`src/rtl/spi_mcp4822_dac_if.sv`:
```
// ---------------------------------------------------------------------------
// spi_mcp4822_dac_if
//
// Sample-side bus of the MCP4822 audio transmitter: one stereo pair of
// audio words presented on a single-cycle strobe, plus the transmitter's
// status flags going back to the source.
//
//   sample_left  [15:0]  channel A sample        (master -> slave)
//   sample_right [15:0]  channel B sample        (master -> slave)
//   sample_valid         one-cycle pair strobe   (master -> slave)
//   busy                 transfer in progress    (slave  -> master)
//   overrun              strobe dropped, 1 cycle (slave  -> master)
// ---------------------------------------------------------------------------
interface spi_mcp4822_dac_if;
  logic [15:0] sample_left;
  logic [15:0] sample_right;
  logic        sample_valid;
  logic        busy;
  logic        overrun;

  modport master (
    output sample_left,
    output sample_right,
    output sample_valid,
    input  busy,
    input  overrun
  );

  modport slave (
    input  sample_left,
    input  sample_right,
    input  sample_valid,
    output busy,
    output overrun
  );
endinterface

```
`src/rtl/spi_mcp4822_dac.sv`:
```
// ---------------------------------------------------------------------------
// spi_mcp4822_dac
//
// Stereo audio transmitter for an MCP4822 dual 12-bit DAC. A stereo pair
// accepted on sif.sample_valid is sent as two 16-bit SPI mode 0,0 frames
// (left -> channel A, right -> channel B). An LDAC pulse then updates both
// DAC outputs together.
//
// Sequence: IDLE -> FRAME_A -> GAP_A -> FRAME_B -> GAP_B -> LDAC -> IDLE
//   FRAME_x : 16 bits, each bit = D cycles SCK low + D cycles SCK high
//   GAP_x   : D cycles with CS_n high
//   LDAC    : D cycles with LDAC_n low
// The whole transfer keeps busy high for 67*D cycles.
//
// Ports
//   clk          single clock
//   reset        asynchronous, active-high
//   sif          sample bus (slave side): samples, strobe, busy, overrun
//   dac_cs_n     chip select, active low
//   dac_sck      SPI clock, idles low
//   dac_mosi     serial data, MSB first, changes at the start of low phases
//   dac_ldac_n   output latch pulse, active low
//
// Parameters
//   CLK_DIV          clk cycles per SCK half-period (D), 1..255
//   AUDIO_BIT_WIDTH  sample width, fixed at 16
//   SIGNED_INPUT     1 = two's complement samples (MSB inverted to offset)
//   GAIN_X1          value driven on the GA_n bit (1 = 1x gain)
// ---------------------------------------------------------------------------
module spi_mcp4822_dac #(
  parameter int CLK_DIV         = 4,
  parameter int AUDIO_BIT_WIDTH = 16,
  parameter int SIGNED_INPUT    = 0,
  parameter int GAIN_X1         = 1
) (
  input  logic              clk,
  input  logic              reset,
  spi_mcp4822_dac_if.slave  sif,
  output logic              dac_cs_n,
  output logic              dac_sck,
  output logic              dac_mosi,
  output logic              dac_ldac_n
);

  localparam int         MSB       = AUDIO_BIT_WIDTH - 1;
  localparam logic [7:0] DIV_LAST  = 8'(CLK_DIV - 1);
  localparam logic [3:0] LAST_BIT  = 4'd15;
  localparam logic       GAIN_BIT  = (GAIN_X1 != 0);
  localparam logic       SIGN_FLIP = (SIGNED_INPUT != 0);

  typedef enum logic [2:0] {
    IDLE,
    FRAME_A,
    GAP_A,
    FRAME_B,
    GAP_B,
    LDAC
  } state_t;

  state_t      state,   state_d;
  logic [7:0]  div_cnt, div_cnt_d;   // clk cycles within the current half-period
  logic [3:0]  bit_cnt, bit_cnt_d;   // bit index within the frame, wraps 15 -> 0
  logic [15:0] shreg,   shreg_d;     // current frame, bit on the wire is [15]
  logic [15:0] frame_b, frame_b_d;   // channel B frame held until GAP_A ends
  logic        busy_q,  busy_d;
  logic        overrun_q, overrun_d;
  logic        cs_n_d, sck_d, mosi_d, ldac_n_d;
  logic        div_last;

  // Offset-binary view of the inputs: two's complement becomes offset
  // binary by flipping the sign bit.
  logic [15:0] left_ob, right_ob;
  logic [15:0] frame_a_new, frame_b_new;

  assign left_ob  = sif.sample_left  ^ {SIGN_FLIP, {MSB{1'b0}}};
  assign right_ob = sif.sample_right ^ {SIGN_FLIP, {MSB{1'b0}}};

  // Command nibble {channel, 0, GA_n, SHDN_n} then the top 12 sample bits.
  assign frame_a_new = {1'b0, 1'b0, GAIN_BIT, 1'b1, left_ob[MSB -: 12]};
  assign frame_b_new = {1'b1, 1'b0, GAIN_BIT, 1'b1, right_ob[MSB -: 12]};

  // The DAC resolves 12 bits; the low nibble of each sample is dropped.
  logic unused_low_bits;
  assign unused_low_bits = ^{left_ob[MSB-12:0], right_ob[MSB-12:0]};

  assign div_last = (div_cnt == DIV_LAST);

  assign sif.busy    = busy_q;
  assign sif.overrun = overrun_q;

  // -------------------------------------------------------------------------
  // Next-state and next-output logic
  // -------------------------------------------------------------------------
  always_comb begin
    // NOTE: every signal gets a default before the case so that no path
    // through the block leaves it unassigned and infers a latch.
    state_d   = state;
    div_cnt_d = div_last ? 8'd0 : div_cnt + 8'd1;
    bit_cnt_d = bit_cnt;
    shreg_d   = shreg;
    frame_b_d = frame_b;
    busy_d    = busy_q;
    cs_n_d    = dac_cs_n;
    sck_d     = dac_sck;
    mosi_d    = dac_mosi;
    ldac_n_d  = dac_ldac_n;
    // Any strobe outside IDLE is dropped, including the LDAC -> IDLE cycle.
    overrun_d = sif.sample_valid && (state != IDLE);

    unique case (state)
      IDLE: begin
        div_cnt_d = 8'd0;
        if (sif.sample_valid) begin
          state_d   = FRAME_A;
          busy_d    = 1'b1;
          cs_n_d    = 1'b0;
          sck_d     = 1'b0;
          mosi_d    = frame_a_new[15];
          shreg_d   = frame_a_new;
          frame_b_d = frame_b_new;
          bit_cnt_d = 4'd0;
        end
      end

      FRAME_A, FRAME_B: begin
        if (div_last) begin
          if (!dac_sck) begin
            sck_d = 1'b1;                 // rising edge: DAC samples MOSI
          end else begin
            sck_d     = 1'b0;             // falling edge: next low phase
            bit_cnt_d = bit_cnt + 4'd1;
            if (bit_cnt == LAST_BIT) begin
              // Last fall and CS_n release happen on the same edge.
              cs_n_d  = 1'b1;
              mosi_d  = 1'b0;
              state_d = (state == FRAME_A) ? GAP_A : GAP_B;
            end else begin
              shreg_d = {shreg[14:0], 1'b0};
              mosi_d  = shreg[14];
            end
          end
        end
      end

      GAP_A: begin
        if (div_last) begin
          state_d   = FRAME_B;
          cs_n_d    = 1'b0;
          sck_d     = 1'b0;
          shreg_d   = frame_b;
          mosi_d    = frame_b[15];
          bit_cnt_d = 4'd0;
        end
      end

      GAP_B: begin
        if (div_last) begin
          state_d  = LDAC;
          ldac_n_d = 1'b0;
        end
      end

      LDAC: begin
        if (div_last) begin
          state_d  = IDLE;
          ldac_n_d = 1'b1;
          busy_d   = 1'b0;
        end
      end

      default: begin
        state_d  = IDLE;
        busy_d   = 1'b0;
        cs_n_d   = 1'b1;
        sck_d    = 1'b0;
        mosi_d   = 1'b0;
        ldac_n_d = 1'b1;
      end
    endcase
  end

  // -------------------------------------------------------------------------
  // State register
  // -------------------------------------------------------------------------
  always_ff @(posedge clk or posedge reset) begin
    // NOTE: non-blocking assignments so every register updates from the
    // values present before the edge, independent of statement order.
    if (reset) begin
      state <= IDLE;
    end else begin
      state <= state_d;
    end
  end

  // -------------------------------------------------------------------------
  // Datapath and output registers; reset also discards the latched pair.
  // -------------------------------------------------------------------------
  always_ff @(posedge clk or posedge reset) begin
    if (reset) begin
      div_cnt    <= 8'd0;
      bit_cnt    <= 4'd0;
      shreg      <= 16'd0;
      frame_b    <= 16'd0;
      busy_q     <= 1'b0;
      overrun_q  <= 1'b0;
      dac_cs_n   <= 1'b1;
      dac_sck    <= 1'b0;
      dac_mosi   <= 1'b0;
      dac_ldac_n <= 1'b1;
    end else begin
      div_cnt    <= div_cnt_d;
      bit_cnt    <= bit_cnt_d;
      shreg      <= shreg_d;
      frame_b    <= frame_b_d;
      busy_q     <= busy_d;
      overrun_q  <= overrun_d;
      dac_cs_n   <= cs_n_d;
      dac_sck    <= sck_d;
      dac_mosi   <= mosi_d;
      dac_ldac_n <= ldac_n_d;
    end
  end

endmodule

```
`src/flat_wrapper.sv`:
```
// flat-port wrapper written by rule: the top's interface ports become plain ports
module spi_mcp4822_dac_flat 
#(
  parameter int CLK_DIV         = 4,
  parameter int AUDIO_BIT_WIDTH = 16,
  parameter int SIGNED_INPUT    = 0,
  parameter int GAIN_X1         = 1
)
  (clk, reset, dac_cs_n, dac_sck, dac_mosi, dac_ldac_n, sif_sample_left, sif_sample_right, sif_sample_valid, sif_busy, sif_overrun);
  spi_mcp4822_dac_if sif_i ();
  input  logic clk;
  input  logic reset;
  output logic dac_cs_n;
  output logic dac_sck;
  output logic dac_mosi;
  output logic dac_ldac_n;
  input wire logic [$bits(sif_i.sample_left)-1:0] sif_sample_left;
  input wire logic [$bits(sif_i.sample_right)-1:0] sif_sample_right;
  input wire logic [$bits(sif_i.sample_valid)-1:0] sif_sample_valid;
  output wire logic [$bits(sif_i.busy)-1:0] sif_busy;
  output wire logic [$bits(sif_i.overrun)-1:0] sif_overrun;
  assign sif_i.sample_left = sif_sample_left;
  assign sif_i.sample_right = sif_sample_right;
  assign sif_i.sample_valid = sif_sample_valid;
  assign sif_busy = sif_i.busy;
  assign sif_overrun = sif_i.overrun;
  spi_mcp4822_dac #(.CLK_DIV(CLK_DIV), .AUDIO_BIT_WIDTH(AUDIO_BIT_WIDTH), .SIGNED_INPUT(SIGNED_INPUT), .GAIN_X1(GAIN_X1)) u_core (.clk(clk), .reset(reset), .sif(sif_i), .dac_cs_n(dac_cs_n), .dac_sck(dac_sck), .dac_mosi(dac_mosi), .dac_ldac_n(dac_ldac_n));
endmodule
```
`config.mk`:
```
export PLATFORM = sky130hd
export DESIGN_NAME = spi_mcp4822_dac_flat
export DESIGN_NICKNAME = d
export VERILOG_FILES = /design/src/rtl/spi_mcp4822_dac_if.sv /design/src/rtl/spi_mcp4822_dac.sv /design/src/flat_wrapper.sv
export SDC_FILE = /design/constraint.sdc
export NUM_CORES = 1
export LEC_CHECK = 0
export BUFFER_PORTS_ARGS = -buffer_cell sky130_fd_sc_hd__buf_2
export CAP_MARGIN = 25
export CELL_PAD_IN_SITES_DETAIL_PLACEMENT = 1
export CELL_PAD_IN_SITES_GLOBAL_PLACEMENT = 2
export CORE_MARGIN = 2
export CORE_UTILIZATION = 35
export DETAILED_ROUTE_END_ITERATION = 16
export GPL_ROUTABILITY_DRIVEN = 0
export PLACE_DENSITY_LB_ADDON = 0.1
export SLEW_MARGIN = 15
export SYNTH_ARGS = -nofsm -noshare
export SYNTH_HDL_FRONTEND = slang
export SYNTH_SLANG_ARGS = --single-unit
```
`constraint.sdc`:
```
create_clock -name clk -period 3.1 [get_ports clk]
set_input_delay 0.31 -clock clk [delete_from_list [all_inputs] [get_ports clk]]
set_output_delay 0.31 -clock clk [all_outputs]
set_load 0.01 [all_outputs]
```
# Yosys cells after proc, flatten, opt, wreduce, memory -nomap -nowiden
# Index checks and enable logic that the tools add are counted.
# Widths: inputs -> output; s select.
[word_totals] register_bits=49 output_inout_bits=6 elab_cells=88 inputBits=35
[op_classes] eq_ne=15 mux=40 addsub=2 bitwise_logic=3 reduce_logical=17
[ops] cell="$mux 15" n=5
[ops] cell="$pmux 15 s3" n=1
[ops] cell="$mux 3" n=8
[ops] cell="$mux 4" n=4
[ops] cell="$mux 8" n=2
[ops] cell="$pmux 3 s5" n=1
[ops] cell="$mux 1" n=13
[ops] cell="$ne 2x1->1 const B" n=6
[ops] cell="$pmux 1 s4" n=3
[ops] cell="$pmux 4 s3" n=1
[ops] cell="$reduce_and 6->1" n=2
[ops] cell="$reduce_and 5->1" n=2
[ops] cell="$add 8x1->8 const B" n=1
[ops] cell="$eq 8x2->1 const B" n=1
[ops] cell="$reduce_or 4->1" n=2
[ops] cell="$reduce_and 7->1" n=1
[ops] cell="$eq 3x2->1 const B" n=2
[ops] cell="$eq 3x3->1 const B" n=2
[ops] cell="$pmux 1 s3" n=2
[ops] cell="$reduce_and 3->1" n=2
[ops] cell="$reduce_bool 3->1" n=2
[ops] cell="$add 4x1->4 const B" n=1
[ops] cell="$eq 4x4->1 const B" n=1
[ops] cell="$ne 2x2->1 const B" n=2
[ops] cell="other kinds (7)" n=10

# Depth between registers and ports, before layout
[logic_depth] word_depth=6 ltp_mapped=8 depth_no_buf=6

# Worst setup path after synthesis
# OpenSTA, ideal clock, no wires.
[synth_timing] path_kind="register to register" start="reg u_core.div_cnt[0]" end="reg u_core.shreg[10]" required_time_ns=2.973 path_stages_with_launch=8 t_arrival_ns=2.145 setup_time_ns=0.127 n_path_buf=1 period_less_slack_ns=2.272 slack_ns=0.828 cell_sequence="dfrtp_1 > ha_1 > or4b_4 > nor4_4 > nand2_1 > o21ai_4 > buf_6 > mux2_1"
[synth_between] elab_chain_len=3 elab_cells_between_ends=4 classes_between="eq/ne: 3; reduce/logical: 1"
[synth_lines] item="start: declaration" line_no="spi_mcp4822_dac.sv:61" rtl="logic [7:0] div_cnt, div_cnt_d;"
[synth_lines] item="start signal: assignment" line_no="spi_mcp4822_dac.sv:211" rtl="div_cnt <= div_cnt_d;"
[synth_lines] item="$eq 8x2->1 (*)" line_no="spi_mcp4822_dac.sv:86" rtl="assign div_last = (div_cnt == DIV_LAST);"
[synth_lines] item="$ne 2x1->1 (no source line)"
[synth_lines] item="$reduce_and 6->1 (no source line) (*)"
[synth_lines] item="end signal: assignment" line_no="spi_mcp4822_dac.sv:213" rtl="shreg <= shreg_d;"
[synth_lines] item="end: declaration" line_no="spi_mcp4822_dac.sv:63" rtl="logic [15:0] shreg, shreg_d;"
# Every way passes the cells marked *; elsewhere a longest branch is shown, timed or not.
# A chain may end at the register's enable or synchronous reset.

# Worst setup path in the final report
[layout_timing] start="reg u_core.div_cnt[0]" end="reg u_core.shreg[1]"
# The elaborated chain is that of the path after synthesis.

==> key figures <==
Timing
  • Hold violation total from the final report: 0
  • Period utilization: roughly four fifths
  • Skew final: approximately 0.009 ns
  • TNS Setup: 0 ns
  • RSZ-0062 raised after global routing: no
  • Final worst path period need: 2.53 ns
  • Pins Over Slew Limit: 0
  • Setup violations, final: 0
  • Slew HR: a little under half
  • Max frequency: about 400 MHz
  • Worst-margin pin slew: 0.781 ns
  • Final worst setup slack: approximately 0.57 ns

Drt
  • Vias/cell: between 5 and 6
  • Detailed Route Iter0 Violations: 71
  • Remaining antenna violation count: 0
  • Avg WL per Cell: approximately 16 um
  • DRC errors left: 0
  • Routed wire length: between 5000 and 6000 um
  • Via count: 1891
  • DR pass1 iterations: 6

Power
  • Max rail drop VDD: ~230 uV
  • PwrDens: approximately 380 nW/um^2
  • Comb pwr share: roughly 3.5%
  • Clock power share: between 30% and 40%
  • Pleak: approximately 0.0013 uW
  • P_sw: 244 uW
  • Switching part of the total: between 20% and 30%
  • Pint: ~840 uW
  • Sequential power share: between 50% and 60%
  • Design Power: between 1000 and 1500 uW

Clocking
  • CTS tree: built
  • Post-CTS setup buffers: 0
  • Clk buf depth: 2
  • Post_cts resized: 0
  • H-tree levels: 2
  • Clock slew at reported path FFs: 0.10 ns
  • Root Buffer: clkbuf_8
  • Hold-fix buffer count after cts: 0
  • Clock Sinks: 49
  • TritonCTS Buffers: 5
  • Latest clock arrival within the worst-skew pair: between 0.3 and 0.4 ns

Die
  • Initial Utilization: 36.2%
  • Die X: between 80 and 90 um
  • Core area: 6790 sq um
  • Row Count: 30
  • Die extent in y: approximately 90 um
  • Die ar.: 7710 sq um
  • Ports: 41

Cells and area
  • Layout area overhead: 15.0%
  • Final Net Count: between 300 and 400
  • Total inserted antenna cells: 0
  • Layout cells sized above 1: between 20% and 30%
  • Design area: between 2000 and 3000 sq um
  • Core Util, Final: between 40% and 50%

Critical path
  • Worst endpoint required time: 3.29 ns
  • Critical Path AT: 2.72 ns
  • Top Family by Delay on Critical Path: simple AND/OR/NAND/NOR gates
  • Flop2flop setup slack: around 0.57 ns
  • Buffers & Inverters on Critical Path: 1
  • R2r startpoint: u_core.div_cnt[0]$_DFF_PP0_
  • Crit end category: flip-flop
  • Reg2reg end: u_core.shreg[1]$_DFFE_PP0P_
  • Crit-path slowest cell: or4b_4
  • Crit Path Category: flip-flop to flip-flop
  • Crit Path Max Fanout: 15
  • CP Launch Type: flip-flop
  • Cell chain of the critical path: ha_1 > or4b_4 > nor4_4 > buf_4 > o21ai_1 > o21ai_4 > mux2_2
  • Max stage delay on crit path: around 0.5 ns
  • Worst reg-to-reg path cell count: 7

Logic synthesis
  • Netlist cell types: 38
  • Ys Warns: 0
  • Syn_area_per_cell: between 10 and 15 sq um
  • Synth Cell Area: ~2500 sq um
  • Area contributors post-synth: dfrtp_1, mux2_2, a22oi_1
  • Dominant cell type by area after synthesis: dfrtp_1
  • Main synth FF type: dfrtp_1
  • Gate Count Post-Synth: approximately 240
  • Sequential share of the synthesized area: roughly half
  • Syn_nets: 274
  • Asr flop ratio synth: 100%
  • Flops & latches, synth: 49
  • Yosys top cell area share: between 40% and 50%
  • EDFF count, synth: 0

GRT
  • Grt ovf: 0
  • Largest net degree at the start of global routing: 36
  • Vias in the first global route: 1873
  • Initial antenna violation count: 0
  • Global Route Usage Sum: around 16%
  • Global-route wire length before repair: between 9000 and 10000 um

Place
  • # port buffers: 32
  • Placed inst area: 2730 sq um
  • Post-detail-place hpwl: 3850 um
  • Place WS: roughly 0.56 ns

Run status
  • Run status: completed

Job
  • Max-Cap Viols: 0

Min path
  • Hold Crit Class: input port to asynchronous set/reset pin
## Yosys cell counts (2+ instances only)
master	instances
a21oi_1	2
a22o_1	2
a22oi_1	24
and3_1	4
buf_1	2
clkbuf_1	13
dfrtp_1	47
dfstp_2	2
ha_1	2
inv_1	6
mux2_1	9
mux2_2	17
nand2_1	21
nand2b_1	2
nand3_1	9
nor2_1	20
nor2b_1	5
nor3_1	4
o21ai_0	18
o22ai_1	4
or2_2	2
xnor2_1	2
xor2_1	5
## cells in the final DEF (no fill, tap or decap), types with 4 or more instances in the layout
cell,instances
clkbuf_8,6
nor2_1,20
buf_2,32
xor2_1,5
nor2b_1,5
nor3_1,4
buf_4,6
o21ai_0,18
and3_1,4
mux2_1,9
mux2_2,17
nand2_1,21
o22ai_1,4
a22oi_1,24
dfrtp_1,47
inv_1,5
nand3_1,9
## flip-flops by register name (all words and copies together) (netlist names)
signal	flops
u_core.sif.busy	1
u_core.bit_cnt	4
u_core.frame_b	13
u_core.dac_cs_n	1
u_core.state	3
u_core.div_cnt	8
u_core.sif.overrun	1
u_core.dac_ldac_n	1
u_core.shreg	15
u_core.dac_mosi	1
u_core.dac_sck	1
## how the worst max path moves through the flow
stage / start / end / slack, ns / depth (start not counted)
final: u_core.div_cnt[0]$_DFF_PP0_ / u_core.shreg[1]$_DFFE_PP0P_ / 0.57 / 7
after detailed placement: u_core.div_cnt[0]$_DFF_PP0_ / u_core.shreg[1]$_DFFE_PP0P_ / 0.56 / 7
after global routing: u_core.div_cnt[0]$_DFF_PP0_ / u_core.shreg[12]$_DFFE_PP0P_ / 0.40 / 7
after floorplan: u_core.div_cnt[0]$_DFF_PP0_ / u_core.shreg[10]$_DFFE_PP0P_ / 0.83 / 7
after CTS: u_core.div_cnt[0]$_DFF_PP0_ / u_core.shreg[1]$_DFFE_PP0P_ / 0.54 / 7
after global placement: u_core.div_cnt[0]$_DFF_PP0_ / u_core.shreg[1]$_DFFE_PP0P_ / 0.58 / 7
## layer usage
layer / up-vias / share of wire, % / track usage (%)
met5: - / 0 / 0
met2: 25 / 48 / 25.9
met3: 7 / 2.6 / 2.92
met1: 956 / 48 / 22.0
li1: 903 / - / -
met4: 0 / 1.3 / 5.03
## kinds of logic (layout without fill, tap and decap cells)
family | after synthesis | count (layout) | share of synthesized area (%)
buffers and inverters | 23 | 53 | 3.87
xor gates and xnor gates | 7 | 7 | 2.49
AOI/OAI and AO/OA | 57 | 57 | 15.8
and+or+nand+nor | 72 | 72 | 14.6
muxes | 27 | 27 | 12.3
adders and majority gates | 2 | 2 | 1.02
DFF | 49 | 49 | 49.9
## power groups by stage
| stage | clock network, uW | registers, uW | logic, uW |
|---|---|---|---|
| floorplan | 0 | 653 | 10.6 |
| global placement | 0 | 652 | 36.3 |
| detailed placement | 0 | 652 | 39.5 |
| CTS | 425 | 640 | 39.7 |
| global route | 448 | 640 | 43.9 |
| finish | 402 | 639 | 37.7 |
## through the flow
step | std cells | hold slack (ns)
after global routing | 363 | 0.101
after floorplan | 237 | 0.440
after detailed placement | 355 | 0.419
after CTS | 363 | 0.0714
final | 363 | 0.0631
after global placement | 354 | 0.455
## area by class of cell
cell class / count / area [sq um]
clock inverter: 2 / 13.8
tap: 96 / 120
clock buffer: 6 / 82.6
sequential: 49 / 1230
fill: 784 / 3970
timing repair buffer: 39 / 225
inverter: 6 / 22.5
multi-input combinational: 165 / 1140
(Power assumes the default switching activity.)
